$ cat src/rtl/reg_file_32x32_pkg.sv
// Shared constants and FSM encoding for the 32x32 register file.
// The read-select mux imports the same width constants.
package reg_file_32x32_pkg;

    localparam int WIDTH = 32;  // bits per word
    localparam int AW    = 5;   // address / clear-counter width
    localparam int DEPTH = 32;  // number of entries, equal to 2**AW

    typedef enum logic {
        ST_IDLE  = 1'b0,
        ST_CLEAR = 1'b1
    } state_e;

endpackage

$ cat src/rtl/reg_file_clr_fsm.sv
// Bulk-clear sequencer for the register file. It holds the state register
// and clear counter, and it decodes busy, clr_done and wr_err. It also
// drives one write enable per entry. In IDLE the enable comes from the
// external write port. In CLEAR it comes from the counter.
module reg_file_clr_fsm
    import reg_file_32x32_pkg::*;
(
    input  logic             clk,
    input  logic             reset_i,
    input  logic             we_i,
    input  logic [AW-1:0]    wr_addr_i,
    input  logic             clr_start_i,
    output logic             busy_o,
    output logic             clr_done_o,
    output logic             wr_err_o,
    output logic [DEPTH-1:0] entry_we_o
);

    state_e        state_q, state_d;
    logic [AW-1:0] cnt_q, cnt_d;
    logic          last_entry;

    assign last_entry = (cnt_q == AW'(DEPTH - 1));

    // State and clear-counter registers; reset overrides everything.
    // NOTE: sequential state uses <= so every flop samples pre-edge values.
    always_ff @(posedge clk) begin
        if (reset_i) begin
            state_q <= ST_IDLE;
            cnt_q   <= '0;
        end else begin
            state_q <= state_d;
            cnt_q   <= cnt_d;
        end
    end

    // Next state: IDLE waits for clr_start; CLEAR walks every entry once.
    // NOTE: defaults at the top of each always_comb keep it latch-free.
    always_comb begin
        state_d = state_q;
        cnt_d   = cnt_q;
        case (state_q)
            ST_IDLE: begin
                if (clr_start_i) begin
                    state_d = ST_CLEAR;
                    cnt_d   = '0;
                end
            end
            ST_CLEAR: begin
                // Counter is AW bits, so it wraps to 0 as the clear exits.
                cnt_d = cnt_q + 1'b1;
                if (last_entry) begin
                    state_d = ST_IDLE;
                end
            end
            default: state_d = ST_IDLE;
        endcase
    end

    // Outputs: status flags and the per-entry write-enable decode.
    always_comb begin
        busy_o     = 1'b0;
        clr_done_o = 1'b0;
        wr_err_o   = 1'b0;
        entry_we_o = '0;
        case (state_q)
            ST_IDLE: begin
                if (we_i) begin
                    entry_we_o[wr_addr_i] = 1'b1;
                end
            end
            ST_CLEAR: begin
                busy_o            = 1'b1;
                clr_done_o        = last_entry;
                wr_err_o          = we_i;  // external write is dropped
                entry_we_o[cnt_q] = 1'b1;
            end
            default: ;
        endcase
    end

endmodule

$ cat src/rtl/reg_file_32x32.sv
// 32-entry x 32-bit register file that feeds the factorial read-select mux.
// Every word is presented in parallel on q_all, and word k sits at
// bits [WIDTH*k +: WIDTH]. A sequenced bulk clear zeroes one entry per
// cycle while busy is high.
module reg_file_32x32 #(
    parameter int WIDTH = reg_file_32x32_pkg::WIDTH,
    parameter int AW    = reg_file_32x32_pkg::AW,
    parameter int DEPTH = reg_file_32x32_pkg::DEPTH
) (
    input  logic                   clk,
    input  logic                   reset,
    input  logic                   we,
    input  logic [AW-1:0]          wr_addr,
    input  logic [WIDTH-1:0]       wr_data,
    input  logic                   clr_start,
    output logic                   busy,
    output logic                   clr_done,
    output logic                   wr_err,
    output logic [DEPTH*WIDTH-1:0] q_all
);

    logic [WIDTH-1:0] mem_q [DEPTH];
    logic [DEPTH-1:0] entry_we;
    logic [WIDTH-1:0] fill_word;

    reg_file_clr_fsm u_clr_fsm (
        .clk         (clk),
        .reset_i     (reset),
        .we_i        (we),
        .wr_addr_i   (wr_addr),
        .clr_start_i (clr_start),
        .busy_o      (busy),
        .clr_done_o  (clr_done),
        .wr_err_o    (wr_err),
        .entry_we_o  (entry_we)
    );

    // While a clear runs, the only enabled entry is the one being zeroed.
    assign fill_word = busy ? '0 : wr_data;

    // Storage array: a reset zeroes every entry; otherwise the enabled entry loads.
    // NOTE: this array is flops, not a RAM, because a reset must zero every entry.
    always_ff @(posedge clk) begin
        if (reset) begin
            for (int k = 0; k < DEPTH; k++) begin
                mem_q[k] <= '0;
            end
        end else begin
            for (int k = 0; k < DEPTH; k++) begin
                if (entry_we[k]) begin
                    mem_q[k] <= fill_word;
                end
            end
        end
    end

    // Flatten the array onto the mux bus. There is no read-during-write bypass.
    for (genvar g = 0; g < DEPTH; g++) begin : g_pack
        assign q_all[WIDTH*g +: WIDTH] = mem_q[g];
    end

endmodule

$ cat config.mk
export PLATFORM = sky130hd
export DESIGN_NAME = reg_file_32x32
export DESIGN_NICKNAME = d
export VERILOG_FILES = /design/src/rtl/reg_file_32x32_pkg.sv /design/src/rtl/reg_file_clr_fsm.sv /design/src/rtl/reg_file_32x32.sv
export SDC_FILE = /design/constraint.sdc
export NUM_CORES = 1
export LEC_CHECK = 0
export BUFFER_PORTS_ARGS = -buffer_cell sky130_fd_sc_hd__clkbuf_2
export CORE_AREA = 2 2 413 415
export DETAILED_ROUTE_END_ITERATION = 16
export DIE_AREA = 0 0 415 417
export PLACE_DENSITY = 0.38
export SKIP_CTS_REPAIR_TIMING = 1
export SLEW_MARGIN = 20
export SYNTH_ARGS = -nofsm -noshare
export SYNTH_HDL_FRONTEND = slang
export SYNTH_SLANG_ARGS = --single-unit
$ cat constraint.sdc
create_clock -name clk -period 15.7 [get_ports clk]
set_input_delay 1.57 -clock clk [delete_from_list [all_inputs] [get_ports clk]]
set_output_delay 1.57 -clock clk [all_outputs]
set_load 0.02 [all_outputs]
==> impl_results.rst, run 1 <==
.. list-table::
   :header-rows: 1

   * - Metric
     - Value
   * - Starting DRT DRC Count
     - 1669
   * - Routed via count
     - 21311
   * - Detailed Routing Iterations Pass 1
     - 7
   * - Number of cells produced by synthesis
     - 1885
   * - Minimum clock period
     - 4010 ps
   * - Ys async rst share
     - 0%
   * - Critical register-to-register path endpoint
     - mem_q[0][199]
   * - Hold endpoint
     - u_clr_fsm.cnt_q[0]
   * - Post-DRT Antenna Nets
     - 0
   * - Commonest cells in the synthesized netlist
     - 1024 x edfxtp_1, 582 x nor2_1, 58 x nand2_1, 53 x clkbuf_1, 46 x buf_2
   * - Half-perimeter wire length of the detailed placement result
     - 102000 µm
   * - Crit-path max FO
     - 7
   * - Fraction of synthesized cell area taken by the top area cell type
     - 89.2%
   * - Core Rows
     - 151
   * - Clock slew at the register clock pins of the worst setup and hold paths
     - 60 ps
   * - Vias per inst
     - 3.98
   * - Type of the worst setup path
     - register to primary output
   * - Dominant synthesized flop cell
     - edfxtp_1
   * - Initial Utilization
     - 20.5%
   * - Worst reg2reg setup slack
     - 12400 ps
   * - Arrival time at the worst endpoint
     - 2440 ps
   * - Max stage delay cell, worst path
     - ha_1
   * - Number of sinks on the clock net
     - 1030
   * - Syn-to-layout area delta
     - 36.3%
   * - Category of the worst setup path capture point
     - primary output
   * - Synth Area per Inst
     - 18.3 µm²
   * - Sequential cell area fraction in the yosys report
     - 89.5%
   * - Number of enable-type register cells in the synthesized netlist
     - 1024
   * - Total routing resource utilization after global routing
     - 16.4%
   * - Worst relative slew slack
     - 25.0%
   * - Antenna violations before repair
     - 3
   * - Syn nets
     - 1931
   * - RSZ-0062 raised after global routing
     - false
   * - IO buf count
     - 1067
   * - WL/cell
     - 27.6 µm
   * - Die X
     - 415 µm
   * - Netlist area before placement
     - 0.0345 mm²
   * - Slew Viols, Final
     - 0
   * - Power density normalized to cell area
     - 138 mW/mm²
   * - Reg2reg start
     - u_clr_fsm.cnt_q[2]
   * - HP Start
     - u_clr_fsm.cnt_q[0]
   * - Post-synthesis register bit count
     - 1030
   * - Most common cell in the netlist
     - edfxtp_1
   * - Highest cell delay on the worst timing path
     - 490 ps
   * - Static Leakage
     - 18.6 nW
   * - Final Total Pwr
     - 0.00647 W
   * - Hold Vio Cnt, Final
     - 0
   * - Source-to-sink clock delay at the later pin of the worst-skew pair
     - 770 ps
   * - Total grt overflow
     - 0
   * - Sort of element at the start of the critical path
     - register
   * - Period Utilization, post-route
     - 25.5%
   * - Required arrival time at the worst endpoint
     - 14130 ps
   * - Final setup violation count
     - 0
   * - Largest cells by area after synthesis
     - edfxtp_1 89%, nor2_1 6.3%, buf_2 0.67%, nand2_1 0.63%, clkbuf_1 0.58%
   * - Hold Path Stages
     - 2
   * - Drt total wl
     - 148000 µm
   * - Number of buffers added by the clock tree synthesis step
     - 113
   * - Total Die Area
     - 0.173 mm²
   * - Cell type with the highest aggregate area in the netlist
     - edfxtp_1
   * - TritonCTS clock tree
     - done
   * - I/O Pins
     - 1068
   * - Worst VDD drop
     - 81.4 µV
   * - Number of design rule violations left after detail routing
     - 0
   * - CP cell instances
     - ha_1 -> and3_1 -> ha_1 -> and2_1 -> clkbuf_2
   * - H-tree levels
     - 3
   * - Synth cell types
     - 32
   * - Height of the chip
     - 417 µm
   * - Worst path most repeated cell
     - ha_1
   * - Class of the worst hold path
     - register to register
   * - Max Buffers Root-to-Sink
     - 3
   * - Worst slack on hold paths
     - 659 ps
   * - Wire length of the first global-routing pass
     - 192000 µm
   * - Outcome
     - complete, no violations
   * - Final #Nets
     - 3081
   * - Largest net degree at the start of global routing
     - 34
   * - Weighted congestion reported at the end of routability-driven placement
     - 0.785
   * - Layout cell share with drive strength beyond 1
     - 43.9%
   * - Clock root buffer master
     - clkbuf_16
   * - Placeable core region
     - 0.169 mm²
   * - Count of warnings emitted by yosys
     - 0
   * - Worst slew pin tran
     - 1120 ps
   * - Achievable clock frequency
     - 0.250 GHz
   * - Number of max-cap violations
     - 0
   * - Max Clock Skew
     - 41.1 ps
   * - R2R cell count
     - 4
   * - Total Neg Setup Slack
     - 0 ps
   * - Number of global-route vias before repair
     - 20680
metal layers:
metal | vias up | global-route usage, % | share of wire, %
met5 | - | 0 | 0
met4 | 0 | 6.56 | 3.7
met3 | 187 | 4.55 | 6.9
met2 | 877 | 30.1 | 54
met1 | 11114 | 17.7 | 36
li1 | 9133 | - | -
worst max path at each step:
stage,startpoint,to,slack (ps),cells after the start
after floorplan,u_clr_fsm.state_q,mem_q[1][64],10350,4
after global placement,we,mem_q[0][3],11230,5
after detailed placement,wr_addr[2],mem_q[0][162],11460,5
after CTS,u_clr_fsm.cnt_q[0],clr_done,11580,5
after global routing,u_clr_fsm.cnt_q[0],clr_done,11550,5
final,u_clr_fsm.cnt_q[0],clr_done,11690,5
cell usage in the layout (no fill, tap or decap), drive strengths merged, types with 2 or more instances in the layout:
cell type     n
nand2        58
diode         3
bufinv       11
nand2b        2
a32oi        10
inv          39
and2          2
nand3b        3
o21ai         2
buf          67
nor3          3
nor2        582
and4b         2
ha            5
nor3b         6
dfxtp         6
and3          2
o221ai       11
nand3         3
edfxtp     1024
nor2b         3
o311ai        2
a22oi         8
a21oi         6
clkinvlp      6
and4bb        2
clkinv       66
clkbuf     1194
kinds of logic (layout without fill, tap and decap cells):
family | Yosys count | after routing | share of synthesized area (%)
other | 0 | 3 | 0
buffers and inverters | 135 | 1383 | 1.64
AO/OA/AOI/OAI | 41 | 41 | 0.922
flip-flops | 1030 | 1030 | 89.5
multiplexers | 1 | 1 | 0.0290
AND/OR/NAND/NOR | 673 | 673 | 7.70
adder cells (fa/ha/maj) | 5 | 5 | 0.181
final cells by class:
cell class	instances	area (µm²)
diodes	3	7.51
clock buffers	127	2880
clock inverters	86	887
fillers	17309	122000
inverters	36	135
multi-input cells	720	3590
flip-flops and latches	1030	30900
well taps	2218	2780
repair buffers	1134	5840
power by group:
group,total (W),switching (W),internal [W]
Clock,0.00269,0.00118,0.00152
Combinational,0.000558,0.000451,0.000107
Sequential,0.00322,0.0000447,0.00317
registers in the layout (all words and copies together), names as in the netlist:
name               count
u_clr_fsm.cnt_q        5
u_clr_fsm.state_q      1
mem_q               1024
per-stage QoR:
stage / util (%) / instance area [µm²] / setup slack [ps] / std cells
CTS: 27.9 / 47000 / 11580 / 5351
floorplan: - / 34500 / 10350 / 1885
detailed placement: 25.6 / 43200 / 11460 / 5138
global placement: 25.6 / 43200 / 11230 / 5138
finish: 27.9 / 47000 / 11690 / 5354
global route: 27.9 / 47000 / 11550 / 5351
critical path, delay by kind of cell (launching register included):
family / cells / cell delay, ps
adder cells (fa/ha/maj): 2 / 620
buffers and inverters: 1 / 240
AND/OR/NAND/NOR: 2 / 380
flip-flops: 1 / 460
(Power assumes the default switching activity.)
==> inputs of run 2 (changes only) <==
- ABC_AREA: unset -> 1
- CORE_AREA: 2 2 413 415 -> 2 2 419 421
- DIE_AREA: 0 0 415 417 -> 0 0 421 423
- clock period: 15.7 -> 3.9 ns (I/O delays scaled with it)
==> run 2 against run 1 <==
Global-route usage grew 1.9 points. Synthesized area is 2.9% higher. Non-clock buffer count is 47 higher. Design area is 2.6% higher. Cell count up 4.3%. Sequential power grew to 4.0 times the previous value. Power rose to 4.1 times the previous value. Worst setup slack got worse by 11000 ps. Largest cell class unchanged. Largest power group unchanged. Highest routed layer is now met5.
==> impl_results.rst, run 2 <==
.. list-table::
   :header-rows: 1

   * - Metric
     - Value
   * - Registers with the highest flip-flop counts
     - mem_q (1024), u_clr_fsm.cnt_q (5), u_clr_fsm.state_q (1)
   * - Max stage delay cell, worst path
     - dfxtp_1
   * - Vias per inst
     - 4.22
   * - Total grt overflow
     - 0
   * - Netlist area before placement
     - 0.0355 mm²
   * - Ys async rst share
     - 0%
   * - Period Utilization, post-route
     - 70.8%
   * - Reg2reg start
     - u_clr_fsm.state_q
   * - Height of the chip
     - 423 µm
   * - Syn-to-layout area delta
     - 35.9%
   * - I/O Pins
     - 1068
   * - Worst slack at placement
     - 800 ps
   * - Category of the worst setup path capture point
     - register
   * - H-tree levels
     - 3
   * - WL/cell
     - 30.4 µm
   * - Cell type with the highest aggregate area in the netlist
     - edfxtp_1
   * - Half-perimeter wire length of the detailed placement result
     - 119000 µm
   * - IO buf count
     - 1067
   * - Register with the highest flop count
     - mem_q
   * - Worst relative slew slack
     - 27.5%
   * - Sort of element at the start of the critical path
     - register
   * - Number of cells produced by synthesis
     - 1999
   * - Achievable clock frequency
     - 0.362 GHz
   * - Detailed Routing Iterations Pass 1
     - 5
   * - Highest cell delay on the worst timing path
     - 630 ps
   * - Crit-path max FO
     - 33
   * - Outcome
     - complete, no violations
   * - Final Total Pwr
     - 0.0267 W
   * - Final design instance area without fill
     - 0.0482 mm²
   * - Sequential cell area fraction in the yosys report
     - 87.0%
   * - Number of design rule violations left after detail routing
     - 0
   * - Largest net degree at the start of global routing
     - 34
   * - Final #Nets
     - 3197
   * - HP Start
     - clr_start
   * - Post-synthesis register bit count
     - 1030
   * - Drt total wl
     - 170000 µm
   * - Syn nets
     - 2045
   * - Die X
     - 421 µm
   * - Synth cell types
     - 18
   * - Max Clock Skew
     - 37.4 ps
   * - Arrival time at the worst endpoint
     - 3280 ps
   * - Power density normalized to cell area
     - 554 mW/mm²
   * - Number of sinks on the clock net
     - 1030
   * - Fraction of synthesized cell area taken by the top area cell type
     - 86.7%
   * - Clock root buffer master
     - clkbuf_16
   * - Largest cells by area after synthesis
     - edfxtp_1 87%, a21oi_1 8.3%, nand2_1 0.92%, buf_2 0.76%, clkbuf_1 0.76%
   * - Number of global-route vias before repair
     - 23027
   * - Dominant synthesized flop cell
     - edfxtp_1
   * - Required arrival time at the worst endpoint
     - 4420 ps
   * - Post-DRT Antenna Nets
     - 0
   * - Start point of the critical path
     - u_clr_fsm.state_q
   * - TritonCTS clock tree
     - done
   * - Core Rows
     - 153
   * - Max Buffers Root-to-Sink
     - 3
   * - RSZ-0062 raised after global routing
     - false
   * - Source-to-sink clock delay at the later pin of the worst-skew pair
     - 760 ps
   * - Final setup violation count
     - 0
   * - Minimum clock period
     - 2760 ps
   * - Antenna violations before repair
     - 11
   * - Initial Utilization
     - 20.5%
   * - Max reg flops
     - 1024
   * - Type of the worst setup path
     - register to register
   * - Clock slew at the register clock pins of the worst setup and hold paths
     - 60 ps
   * - Weighted congestion reported at the end of routability-driven placement
     - 0.770
   * - Placeable core region
     - 0.173 mm²
   * - Layout cell share with drive strength beyond 1
     - 44.0%
   * - Starting DRT DRC Count
     - 1918
   * - Slew Viols, Final
     - 0
   * - Most common cell after layout, fill and taps aside
     - clkbuf_2
   * - Count of warnings emitted by yosys
     - 0
   * - Wire length of the first global-routing pass
     - 222000 µm
   * - Buf/Inv on CP
     - 3
   * - Commonest cells in the synthesized netlist
     - 1024 x edfxtp_1, 587 x a21oi_1, 87 x nand2_1, 72 x clkbuf_1, 54 x buf_2
   * - Number of buffers added by the clock tree synthesis step
     - 119
   * - Total Die Area
     - 0.178 mm²
   * - Hold Vio Cnt, Final
     - 0
   * - Worst slew pin tran
     - 1090 ps
   * - CP cell instances
     - inv_2 -> nand2_2 -> nor2_2 -> nand2_2 -> buf_4 -> nand3_2 -> buf_4
   * - Number of enable-type register cells in the synthesized netlist
     - 1024
   * - Synth Area per Inst
     - 17.8 µm²
   * - Final worst-path setup slack
     - 1140 ps
   * - Most used cells in the layout excluding fill and tap cells
     - 1067 x clkbuf_2, 1024 x edfxtp_1, 587 x a21oi_1
   * - Total routing resource utilization after global routing
     - 18.3%
   * - Most common cell in the netlist
     - edfxtp_1
   * - Cell family contributing the most delay on the critical path
     - buffers and inverters
   * - Total Neg Setup Slack
     - 0 ps
   * - Placement-stage cell area
     - 0.0442 mm²
   * - Number of max-cap violations
     - 0
   * - Worst VDD drop
     - 385 µV
   * - Routed via count
     - 23575
   * - Class of the worst hold path
     - input port to register
   * - Static Leakage
     - 18.9 nW
[run 2: final cells by class]
| cell class | instances | area (µm²) |
|---|---|---|
| Clock inverter | 85 | 892 |
| Fill cell | 17805 | 125000 |
| Tap cell | 2325 | 2910 |
| Sequential cell | 1030 | 30900 |
| Inverter | 51 | 191 |
| Antenna cell | 7 | 17.5 |
| Multi-Input combinational cell | 768 | 4060 |
| Timing Repair Buffer | 1181 | 6220 |
| Clock buffer | 139 | 3050 |
[run 2: cell families after synthesis]
logic type      synth area share [%]
flops                           87.0
compound gates                  8.31
buf+inv                         2.35
simple gates                    2.17
fa+ha+maj                      0.176
[run 2: worst paths after layout]
| check | to | slack (ps) | cells after the start |
|---|---|---|---|
| setup reg to reg | mem_q[0][18] | 1140 | 7 |
| hold reg to reg | u_clr_fsm.cnt_q[1] | 510 | 2 |
| setup / recovery | mem_q[0][18] | 1140 | 7 |
| hold / removal | u_clr_fsm.cnt_q[1] | 130 | 4 |
[run 2: per-stage QoR]
step	hold WS [ps]	utilization, %	std cells
final	132	27.8	5586
after detailed placement	500	25.5	5355
after global routing	102	27.8	5582
after CTS	47.6	27.8	5579
after floorplan	472	-	1999
after global placement	508	25.5	5355
[run 2: layer usage]
layer | vias up | wire, µm | track usage [%]
met5 | - | 43 | 0
met4 | 6 | 3640 | 4.84
met3 | 160 | 13600 | 5.83
met2 | 1000 | 86700 | 31.9
met1 | 12451 | 66100 | 21.7
li1 | 9958 | - | -
[run 2: worst reg2reg max path, stage by stage (launching register included)]
cell and delay, ps:
dfxtp_1 630, inv_2 120, nand2_2 140, nor2_2 130, nand2_2 80, buf_4 380, nand3_2 580, buf_4 450
[run 2: report_power, final]
part           internal, W  switching (W)
registers           0.0128       0.000197
clock network      0.00650        0.00491
logic             0.000456        0.00188
